==> src/rtl/seg7_scan_driver.sv <==
// Multiplexed seven-segment scan driver: walks a one-hot digit select at a fixed rate
// and drives decoded segments, swapping in newly loaded values only at frame boundaries.
module seg7_scan_driver #(
  parameter int clk_mhz   = 50,
  parameter int w_digit   = 8,
  parameter int update_hz = 1000,
  parameter int lz_blank  = 1
) (
  input  logic                   clk,
  input  logic                   rst,
  input  logic [4*w_digit-1:0]   number,
  input  logic [w_digit-1:0]     dots,
  input  logic                   load,
  output logic [7:0]             abcdefgh,
  output logic [w_digit-1:0]     digit,
  output logic                   scan_tick
);

  localparam int PERIOD = clk_mhz * 1_000_000 / update_hz;
  localparam int PW     = (PERIOD > 2) ? $clog2(PERIOD) : 1;
  localparam int IW     = (w_digit > 1) ? $clog2(w_digit) : 1;
  localparam logic [PW-1:0] PRESC_MAX = PW'(PERIOD - 1);
  localparam logic [IW-1:0] IDX_MAX   = IW'(w_digit - 1);

  if (PERIOD < 2) begin : g_period_check
    $error("seg7_scan_driver: clk_mhz*1e6/update_hz must be at least 2");
  end

  function automatic logic [6:0] seg_decode(input logic [3:0] nib);
    logic [6:0] s;
    case (nib)
      4'h0: s = 7'b1111110;
      4'h1: s = 7'b0110000;
      4'h2: s = 7'b1101101;
      4'h3: s = 7'b1111001;
      4'h4: s = 7'b0110011;
      4'h5: s = 7'b1011011;
      4'h6: s = 7'b1011111;
      4'h7: s = 7'b1110000;
      4'h8: s = 7'b1111111;
      4'h9: s = 7'b1111011;
      4'hA: s = 7'b1110111;
      4'hB: s = 7'b0011111;
      4'hC: s = 7'b1001110;
      4'hD: s = 7'b0111101;
      4'hE: s = 7'b1001111;
      default: s = 7'b1000111;
    endcase
    return s;
  endfunction

  function automatic logic [3:0] nib_at(input logic [4*w_digit-1:0] num, input logic [IW-1:0] i);
    logic [3:0] r;
    r = 4'h0;
    for (int j = 0; j < w_digit; j++)
      if (j == int'(i)) r = num[4*j +: 4];
    return r;
  endfunction

  function automatic logic dot_at(input logic [w_digit-1:0] d, input logic [IW-1:0] i);
    logic r;
    r = 1'b0;
    for (int j = 0; j < w_digit; j++)
      if (j == int'(i)) r = d[j];
    return r;
  endfunction

  // A digit is dark when it and every more-significant digit are zero; digit 0 always shows.
  function automatic logic blank_digit(input logic [4*w_digit-1:0] num, input logic [IW-1:0] i);
    logic nonzero;
    nonzero = 1'b0;
    for (int j = 0; j < w_digit; j++)
      if (j >= int'(i) && num[4*j +: 4] != 4'h0) nonzero = 1'b1;
    return (lz_blank != 0) && (i != '0) && !nonzero;
  endfunction

  logic [PW-1:0]        presc;
  logic [IW-1:0]        idx, idx_nxt;
  logic                 tick, wrap;
  logic [4*w_digit-1:0] pend_num, disp_num, disp_num_nxt;
  logic [w_digit-1:0]   pend_dots, disp_dots, disp_dots_nxt;
  logic [w_digit-1:0]   digit_nxt;
  logic [7:0]           seg_nxt;

  always_comb begin
    tick          = (presc == PRESC_MAX);
    wrap          = tick && (idx == IDX_MAX);
    idx_nxt       = idx;
    disp_num_nxt  = disp_num;
    disp_dots_nxt = disp_dots;
    if (wrap) idx_nxt = '0;
    else if (tick) idx_nxt = idx + IW'(1);
    if (wrap) begin
      disp_num_nxt  = load ? number : pend_num;
      disp_dots_nxt = load ? dots   : pend_dots;
    end
  end

  // Decode works on the post-edge display so digit 0 of a new frame shows the new value.
  always_comb begin
    digit_nxt = '0;
    for (int j = 0; j < w_digit; j++)
      if (j == int'(idx_nxt)) digit_nxt[j] = 1'b1;
    seg_nxt[7:1] = blank_digit(disp_num_nxt, idx_nxt) ? 7'b0
                                                      : seg_decode(nib_at(disp_num_nxt, idx_nxt));
    seg_nxt[0]   = dot_at(disp_dots_nxt, idx_nxt);
  end

  // Stage p0 -> p1: timing/frame state and registered outputs
  always_ff @(posedge clk or posedge rst) begin
    if (rst) begin
      presc     <= '0;
      idx       <= '0;
      pend_num  <= '0;
      pend_dots <= '0;
      disp_num  <= '0;
      disp_dots <= '0;
      scan_tick <= 1'b0;
      digit     <= w_digit'(1);
      abcdefgh  <= 8'h00;
    end else begin
      presc     <= tick ? '0 : presc + PW'(1);
      idx       <= idx_nxt;
      disp_num  <= disp_num_nxt;
      disp_dots <= disp_dots_nxt;
      scan_tick <= tick;
      if (load) begin
        pend_num  <= number;
        pend_dots <= dots;
      end
      if (tick) begin
        digit    <= digit_nxt;
        abcdefgh <= seg_nxt;
      end
    end
  end

endmodule

==> config.mk <==
export PLATFORM = sky130hd
export DESIGN_NAME = seg7_scan_driver
export DESIGN_NICKNAME = d
export VERILOG_FILES = /design/src/rtl/seg7_scan_driver.sv
export SDC_FILE = /design/constraint.sdc
export NUM_CORES = 1
export LEC_CHECK = 0
export CELL_PAD_IN_SITES_DETAIL_PLACEMENT = 2
export CELL_PAD_IN_SITES_GLOBAL_PLACEMENT = 2
export CORE_ASPECT_RATIO = 0.8
export CORE_MARGIN = 2
export CORE_UTILIZATION = 25
export DETAILED_ROUTE_END_ITERATION = 16
export PLACE_DENSITY = 0.58
export SYNTH_ARGS = -nofsm -noshare
export SYNTH_HDL_FRONTEND = slang
export SYNTH_SLANG_ARGS = --single-unit
==> constraint.sdc <==
create_clock -name clk -period 5.2 [get_ports clk]
set_input_delay 0.78 -clock clk [delete_from_list [all_inputs] [get_ports clk]]
set_output_delay 0.78 -clock clk [all_outputs]
set_load 0.005 [all_outputs]
==> results of run 1 <==
[cell type report]
cell class	instances	area share, %
flip-flops and latches	116	40.7
clock inverters	14	1.47
clock buffers	18	6.15
multi-input cells	384	35.1
well taps	300	5.26
repair buffers	75	10.2
inverters	19	1.10
[critical path: cells and delay by family (launching register included)]
| family | cells | cell delay [ns] |
|---|---|---|
| multiplexers | 2 | 0.87 |
| AND/OR/NAND/NOR | 3 | 1.51 |
| flip-flops | 1 | 0.42 |
| buffers and inverters | 2 | 0.35 |
| AO/OA/AOI/OAI | 4 | 0.85 |
| adder cells (fa/ha/maj) | 1 | 0.28 |
[power by group through the flow]
stage          logic, uW  clock network [uW]  registers (uW)
6_report             118                1080             943
5_1_grt              132                1160             946
4_1_cts              123                1120             943
3_5_place_dp         122                   0             959
3_3_place_gp         117                   0             957
2_1_floorplan       63.7                   0             955
[cells in the mapped netlist (2+ instances only)]
cell type | number | area share (%)
and2_1 | 2 | 0.22
nand2_1 | 122 | 8.2
nand4b_1 | 2 | 0.31
nor2b_1 | 4 | 0.45
nor2_1 | 25 | 1.7
xor2_1 | 5 | 0.78
a21oi_1 | 10 | 0.89
a21o_1 | 3 | 0.40
nand3_1 | 14 | 1.3
nor4_4 | 2 | 0.76
ha_1 | 10 | 2.2
o221ai_1 | 2 | 0.31
o22ai_1 | 3 | 0.34
mux2_2 | 38 | 7.6
or4_1 | 3 | 0.40
or3_1 | 3 | 0.34
nor4_2 | 2 | 0.45
nand4_1 | 6 | 0.67
xnor2_1 | 9 | 1.4
or2_2 | 3 | 0.34
dfrtp_1 | 115 | 51
nor3_1 | 9 | 0.80
a32oi_1 | 2 | 0.31
inv_1 | 17 | 1.1
a31oi_1 | 2 | 0.22
nor4_1 | 12 | 1.3
buf_1 | 5 | 0.34
mux2i_1 | 28 | 5.0
clkbuf_1 | 14 | 0.94
o211ai_1 | 5 | 0.67
o21ai_0 | 20 | 1.8
buf_2 | 6 | 0.54
o21ai_1 | 2 | 0.18
o31ai_1 | 3 | 0.40
and3_1 | 8 | 0.89
nand2b_1 | 3 | 0.34
[layout by cell type (no fill, tap or decap), types with 4 or more instances in the layout]
cell,count
buf_4,14
clkbuf_16,17
xnor2_1,9
nor4_1,12
clkinv_4,6
nand2_1,122
clkinv_2,4
xor2_1,5
o211ai_1,5
nand4_1,6
o21ai_0,20
inv_1,16
nor2b_1,4
clkdlybuf4s50_1,58
and3_1,8
mux2i_1,28
nor3_1,9
mux2_2,38
a21oi_1,10
nor2_1,25
dfrtp_1,115
ha_1,10
nand3_1,14
[state kept, by name, indices dropped and copies added, names as in the netlist]
register and cells:
pend_num 32, scan_tick 1, disp_dots 8, presc 16, disp_num 32, digit 8, pend_dots 8, abcdefgh 8
idx 3
[routing by layer]
| layer | global-route usage (%) | wire length [um] | up-vias |
|---|---|---|---|
| li1 | - | - | 2032 |
| met1 | 21.3 | 8580 | 2186 |
| met2 | 23.5 | 7540 | 57 |
| met3 | 3.28 | 397 | 13 |
| met4 | 4.80 | 172 | 0 |
| met5 | 0 | 0 | - |
[kinds of logic after synthesis]
kind of cell / Yosys count / synth area share [%]
and+or+nand+nor: 226 / 19.5
xor gates and xnor gates: 14 / 2.19
muxes: 67 / 12.9
adders and majority gates: 10 / 2.23
AOI/OAI and AO/OA: 67 / 7.98
DFF: 116 / 51.9
buffers and inverters: 45 / 3.37
[stage by stage]
step                total power (uW)  setup slack, ns  hold slack (ns)  instance area, sq um
CTS                             2190            0.774            0.474                  7140
floorplan                       1020             1.11            0.425                  5600
global route                    2240            0.583            0.497                  7140
detailed placement              1080            0.806            0.463                  6600
global placement                1070            0.992            0.446                  6600
finish                          2140            0.830            0.470                  7140
[how the worst max path moves through the flow]
stage                     startpoint     endpoint  slack, ns  depth (start not counted)
final                      presc[10]  abcdefgh[7]       0.83                         12
after CTS                  presc[10]  abcdefgh[7]       0.77                         12
after global routing        presc[5]  abcdefgh[7]       0.58                         12
after detailed placement   presc[10]  abcdefgh[7]       0.81                         12
after floorplan            presc[11]  abcdefgh[7]       1.11                         12
after global placement     presc[11]  abcdefgh[7]       0.99                         12
==> impl_summary.log, run 1 <==
INFO  metric cts_setup_buffers = 0
INFO  metric timing.clock.skew = 0.0111 ns
INFO  metric seq_area_frac_synth = 51.9%
INFO  metric run_status = complete, no violations
INFO  metric start_util = 25.7%
INFO  metric comb_power_share = 5.5%
INFO  metric boundaryPins = 60
INFO  metric postSynthCellCount = 545
INFO  metric report.final.setup_viol = 0
INFO  metric seq_power_share = 44.0%
INFO  metric timing.reg2reg.setup_slack = 0.83 ns
INFO  metric worst_case_reg_to_reg_path_depth = 12
INFO  metric cts.hold.buffers_added = 0
INFO  metric port_buffers = 59
INFO  metric p_per_area = 300 mW/mm^2
INFO  metric area.growth.synth_to_final = 27.5%
INFO  metric critical_path.reg2reg.startpoint = presc[10]
INFO  metric cts_tree = built
INFO  metric fin_crit_sh = 84.0%
INFO  metric largest_net_degree_at_the_start_of_global_routing = 55
INFO  metric syn-mean-instance-area = 10.3 sq um
INFO  metric critPathSlowestCell = mux2i_2
INFO  metric grt_pass1_wl = 27.2 mm
INFO  metric async_reset_ff_share = 100%
INFO  metric final_cell_utilization_of_the_core = 32.8%
INFO  metric p_int = 1620 uW
INFO  metric timing.critical_path.to_type = flop
INFO  metric number_of_enable_flip_flop_cells_after_synthesis = 0
INFO  metric wl_per_cell = 18.0 um
INFO  metric critPathMaxFanout = 9
INFO  metric postSynthRegisterBits = 116
INFO  metric worstPathArrival = 4.71 ns
INFO  metric root_buffer = clkbuf_16
INFO  metric routed_wl = 16.7 mm
INFO  metric overflow = 0
INFO  metric layout-drive-gt1-share = 16.8%
INFO  metric worstMarginPinSlew = 0.731 ns
INFO  metric hold-path-cell-count = 2
INFO  metric detail_route.first_pass.iterations = 6
INFO  metric cts_resized = 0
INFO  metric report.final.hold_viol_count = 0
INFO  metric drt_iter0_markers = 172
INFO  metric finalWeightedCongestion = 0.762
INFO  metric layout.filler_cells = 2369
INFO  metric track_usage = 15.2%
INFO  metric y_dimension_of_the_die = 138 um
INFO  metric dp_hpwl = 12.3 mm
INFO  metric cts-root-to-sink-buffers = 2
INFO  metric worstReg2RegEnd = abcdefgh[7]
INFO  metric maxCapViolCount = 0
INFO  metric htree_levels = 4
INFO  metric power_switching_share = 24.5%
INFO  metric synthDistinctLibCells = 62
INFO  metric share_of_total_power_in_the_clock_network = 50.5%
INFO  metric synth_flop_cell = dfrtp_1
INFO  metric fin_setup_tns = 0 ns
INFO  metric seq_area = 0.00290 sq mm
INFO  metric cell_area_after_synthesis = 0.00560 sq mm
INFO  metric max_freq = 229 MHz
INFO  metric worst_ir_drop_vdd = 0.000192 V
INFO  metric required_time_of_the_critical_path = 5.54 ns
INFO  metric placement_rows = 48
INFO  metric dieArea = 0.0236 sq mm
INFO  metric hold_path.class = reg2reg
INFO  metric crit_path_cells = or4_4 -> nor4_4 -> mux2i_2 -> clkinv_4 -> mux2i_1 -> o22ai_1 -> a2111oi_2 -> inv_1 -> ha_1 -> or3_1 -> o221a_2 -> o21ai_2
INFO  metric worst_hold_startpoint = disp_dots[5]
INFO  metric instances_no_fill = 926
INFO  metric p_leak = 0.00308 uW
INFO  metric setup.worst_path.class = reg2reg
INFO  metric finalMaxSlewViolations = 0
INFO  metric postSynthNetCount = 598
INFO  metric die_w = 171 um
INFO  metric clk_pin_slew = 0.05 ns
INFO  metric fin_crit = 4.37 ns
INFO  metric multi_input_comb_area = 0.00251 sq mm
INFO  metric cts.sink_count = 116
INFO  metric grt_setup_unrepaired = no
INFO  metric vias_per_cell = 4.63
INFO  metric dr_total_vias = 4288
INFO  metric clk_latency = 0.43 ns
INFO  metric antenna-diode-count = 0
INFO  metric drcViolationCount = 0
INFO  metric core = 0.0218 sq mm
INFO  metric antenna_found_initial = 0
INFO  metric count_of_synthesis_stage_warnings_from_yosys = 0
INFO  metric hold_critical_path_endpoint = disp_dots[5]
INFO  metric critPathMaxStageDelay = 0.66 ns
INFO  metric power_switching = 526 uW
INFO  metric timing.slew.headroom = 49.9%
INFO  metric total_clock_buffers_created_by_cts = 17
INFO  metric placedCellCount = 894
INFO  metric number_of_global_route_vias_before_repair = 4790
INFO  metric antenna_left = 0
INFO  metric design.final.nets = 666
INFO  metric critical_path.startpoint_type = flop
No activity file was read; power rests on OpenSTA's default activity.
==> run 2, diff against run 1 <==
clock period = 4.5 ns   (was 5.2 ns; I/O delays follow)
==> run 2 against run 1 <==
  * Register-to-register slack got worse by 0.59 ns
  * Utilization rose by 0.70 points
  * Global-route usage rose by 0.82 points
  * Count of clock-buffer cells in the layout fell by 1
  * First-iteration DRC count rose by 38%
  * Fmax rose by 2.5%
  * Critical endpoint unchanged
  * Largest power group unchanged
==> impl_summary.log, run 2 (synthesis results as in run 1) <==
INFO  metric antenna_found_initial = 0 (unchanged)
INFO  metric detail_route.first_pass.iterations = 6 (unchanged)
INFO  metric clk_latency = 0.43 ns (about the same)
INFO  metric placement_rows = 48 (unchanged)
INFO  metric total_clock_buffers_created_by_cts = 17 (unchanged)
INFO  metric vias_per_cell = 4.67 (+0.89%)
INFO  metric finalWeightedCongestion = 0.817 (+7.2%)
INFO  metric port_buffers = 59 (unchanged)
INFO  metric timing.slew.headroom = 52.4% (+2.5 points)
INFO  metric critical_path.startpoint_type = flop
INFO  metric cts_resized = 0 (unchanged)
INFO  metric grt_pass1_wl = 28.3 mm (+4.0%)
INFO  metric p_per_area = 377 mW/mm^2 (+26%)
INFO  metric htree_levels = 4 (unchanged)
INFO  metric grt_setup_unrepaired = no
INFO  metric y_dimension_of_the_die = 138 um (unchanged)
INFO  metric layout_commonest_cell = nand2_1
INFO  metric hold-path-cell-count = 1 (-1)
INFO  metric drcViolationCount = 0 (unchanged)
INFO  metric report.final.hold_viol_count = 0 (unchanged)
INFO  metric worstPathArrival = 4.62 ns (-0.09 ns)
INFO  metric reg_top3 = disp_num x32, pend_num x32, presc x16
INFO  metric run_status = complete, no violations
INFO  metric p_leak = 0.00315 uW (+2.3%)
INFO  metric layout-drive-gt1-share = 18.0% (+1.2 points)
INFO  metric clk_pin_slew = 0.06 ns (about the same)
INFO  metric fin_setup_tns = 0 ns (unchanged)
INFO  metric antenna-diode-count = 0 (unchanged)
INFO  metric layout.filler_cells = 2350 (-0.80%)
INFO  metric timing.critical_path.to_type = flop
INFO  metric track_usage = 16.0% (+0.82 points)
INFO  metric worst_case_reg_to_reg_path_depth = 13 (+1)
INFO  metric worst_ir_drop_vdd = 0.000177 V (-8.0%)
INFO  metric dr_total_vias = 4368 (+1.9%)
INFO  metric die_w = 171 um (unchanged)
INFO  metric start_util = 25.7% (unchanged)
INFO  metric largest_net_degree_at_the_start_of_global_routing = 54 (-1.8%)
INFO  metric cts_tree = built
INFO  metric number_of_global_route_vias_before_repair = 4867 (+1.6%)
INFO  metric antenna_left = 0 (unchanged)
INFO  metric drt_iter0_markers = 238 (+38%)
INFO  metric report.final.setup_viol = 0 (unchanged)
INFO  metric boundaryPins = 60 (unchanged)
INFO  metric cts-root-to-sink-buffers = 2 (unchanged)
INFO  metric dp_hpwl = 12.8 mm (+4.6%)
INFO  metric cts_setup_buffers = 0 (unchanged)
INFO  metric root_buffer = clkbuf_16
INFO  metric hold_path.class = reg2reg
INFO  metric overflow = 0 (unchanged)
INFO  metric dieArea = 0.0236 sq mm (unchanged)
INFO  metric timing.clock.skew = 0.0122 ns (+0.00113 ns)
INFO  metric wl_per_cell = 18.6 um (+3.0%)
INFO  metric routed_wl = 17.4 mm (+4.0%)
INFO  metric critPathMaxFanout = 8 (-1)
INFO  metric maxCapViolCount = 0 (unchanged)
INFO  metric design.final.nets = 675 (+1.4%)
INFO  metric setup.worst_path.class = reg2reg
INFO  metric required_time_of_the_critical_path = 4.86 ns (-0.68 ns)
INFO  metric worstMarginPinSlew = 0.715 ns (-0.0162 ns)
INFO  metric area.growth.synth_to_final = 30.2%
INFO  metric max_freq = 235 MHz (+2.5%)
INFO  metric layout.cells.most_common_list = 122 x nand2_1, 115 x dfrtp_1, 58 x clkdlybuf4s50_1, 38 x mux2_2, 28 x mux2i_1
INFO  metric finalMaxSlewViolations = 0 (unchanged)
INFO  metric worst_hold_slack = 0.454 ns (-0.0161 ns)
INFO  metric cts.sink_count = 116 (unchanged)
INFO  metric cts.hold.buffers_added = 0 (unchanged)
INFO  metric fin_crit = 4.26 ns (-0.106 ns)
INFO  metric fin_crit_sh = 94.7% (+11 points)
INFO  metric core = 0.0218 sq mm (unchanged)
[run 2: changes by cell type in the layout (fill, tap and decap cells not counted), moves of 2 or more]
cell        previous run  this run
buf_12                 2         0
buf_4                 14        25
bufinv_16              0         5
clkinv_2               4         1
clkinv_4               6         4
clkinvlp_4             2         4
[run 2: path summary, 6_finish.rpt]
kind                            slack (ns)      start          end
max in group asynchronous             2.74        rst  pend_num[3]
worst max register to register        0.24  presc[11]  abcdefgh[7]
worst min register to register        0.45   presc[0]     presc[0]
worst max-delay path                  0.24  presc[11]  abcdefgh[7]
worst min-delay path                  0.45   presc[0]     presc[0]
min in group asynchronous             0.71        rst  abcdefgh[0]
[run 2: layout make-up]
class                   instances  area (sq um)  area share, %
clock buffers                  17           425           5.83
well taps                     300           375           5.15
flip-flops and latches        116          2900           39.8
inverters                      19          78.8           1.08
repair buffers                 84           773           10.6
clock inverters                15           229           3.14
multi-input cells             384          2510           34.4
[run 2: routing by layer]
metal	wire, um	global-route usage, %	part of all wire, %
met1	8780	22.4	51
met2	7710	24.1	44
met3	594	4.25	3.4
met4	272	5.32	1.6
met5	0	0	0
[run 2: where the power goes]
group	internal [uW]	switching, uW	leakage, uW
Sequential	1080	9.24	0.00130
Clock	985	535	0.000306
Combinational	68.8	70.4	0.00155
[run 2: through the flow]
step | setup WS (ns) | cell area (sq um) | cells | total power [uW] | util, %
2_1_floorplan | 0.406 | 5600 | 545 | 1180 | -
4_1_cts | 0.305 | 7290 | 935 | 2800 | 33.5
3_3_place_gp | 0.544 | 6640 | 903 | 1250 | 30.5
5_1_grt | 0.0298 | 7290 | 935 | 2860 | 33.5
6_report | 0.236 | 7290 | 935 | 2750 | 33.5
3_5_place_dp | 0.381 | 6640 | 903 | 1250 | 30.5
[run 2: worst max-delay path, stage by stage, from the launching register on]
cell and delay (ns):
dfrtp_1 0.41, or4_4 0.63, nor4_4 0.55, mux2i_1 0.29, buf_4 0.21, mux2i_1 0.18
mux2i_1 0.09, o311ai_0 0.61, buf_4 0.26, inv_1 0.10, ha_1 0.23, or3_1 0.38
o221a_2 0.14, o21ai_2 0.12
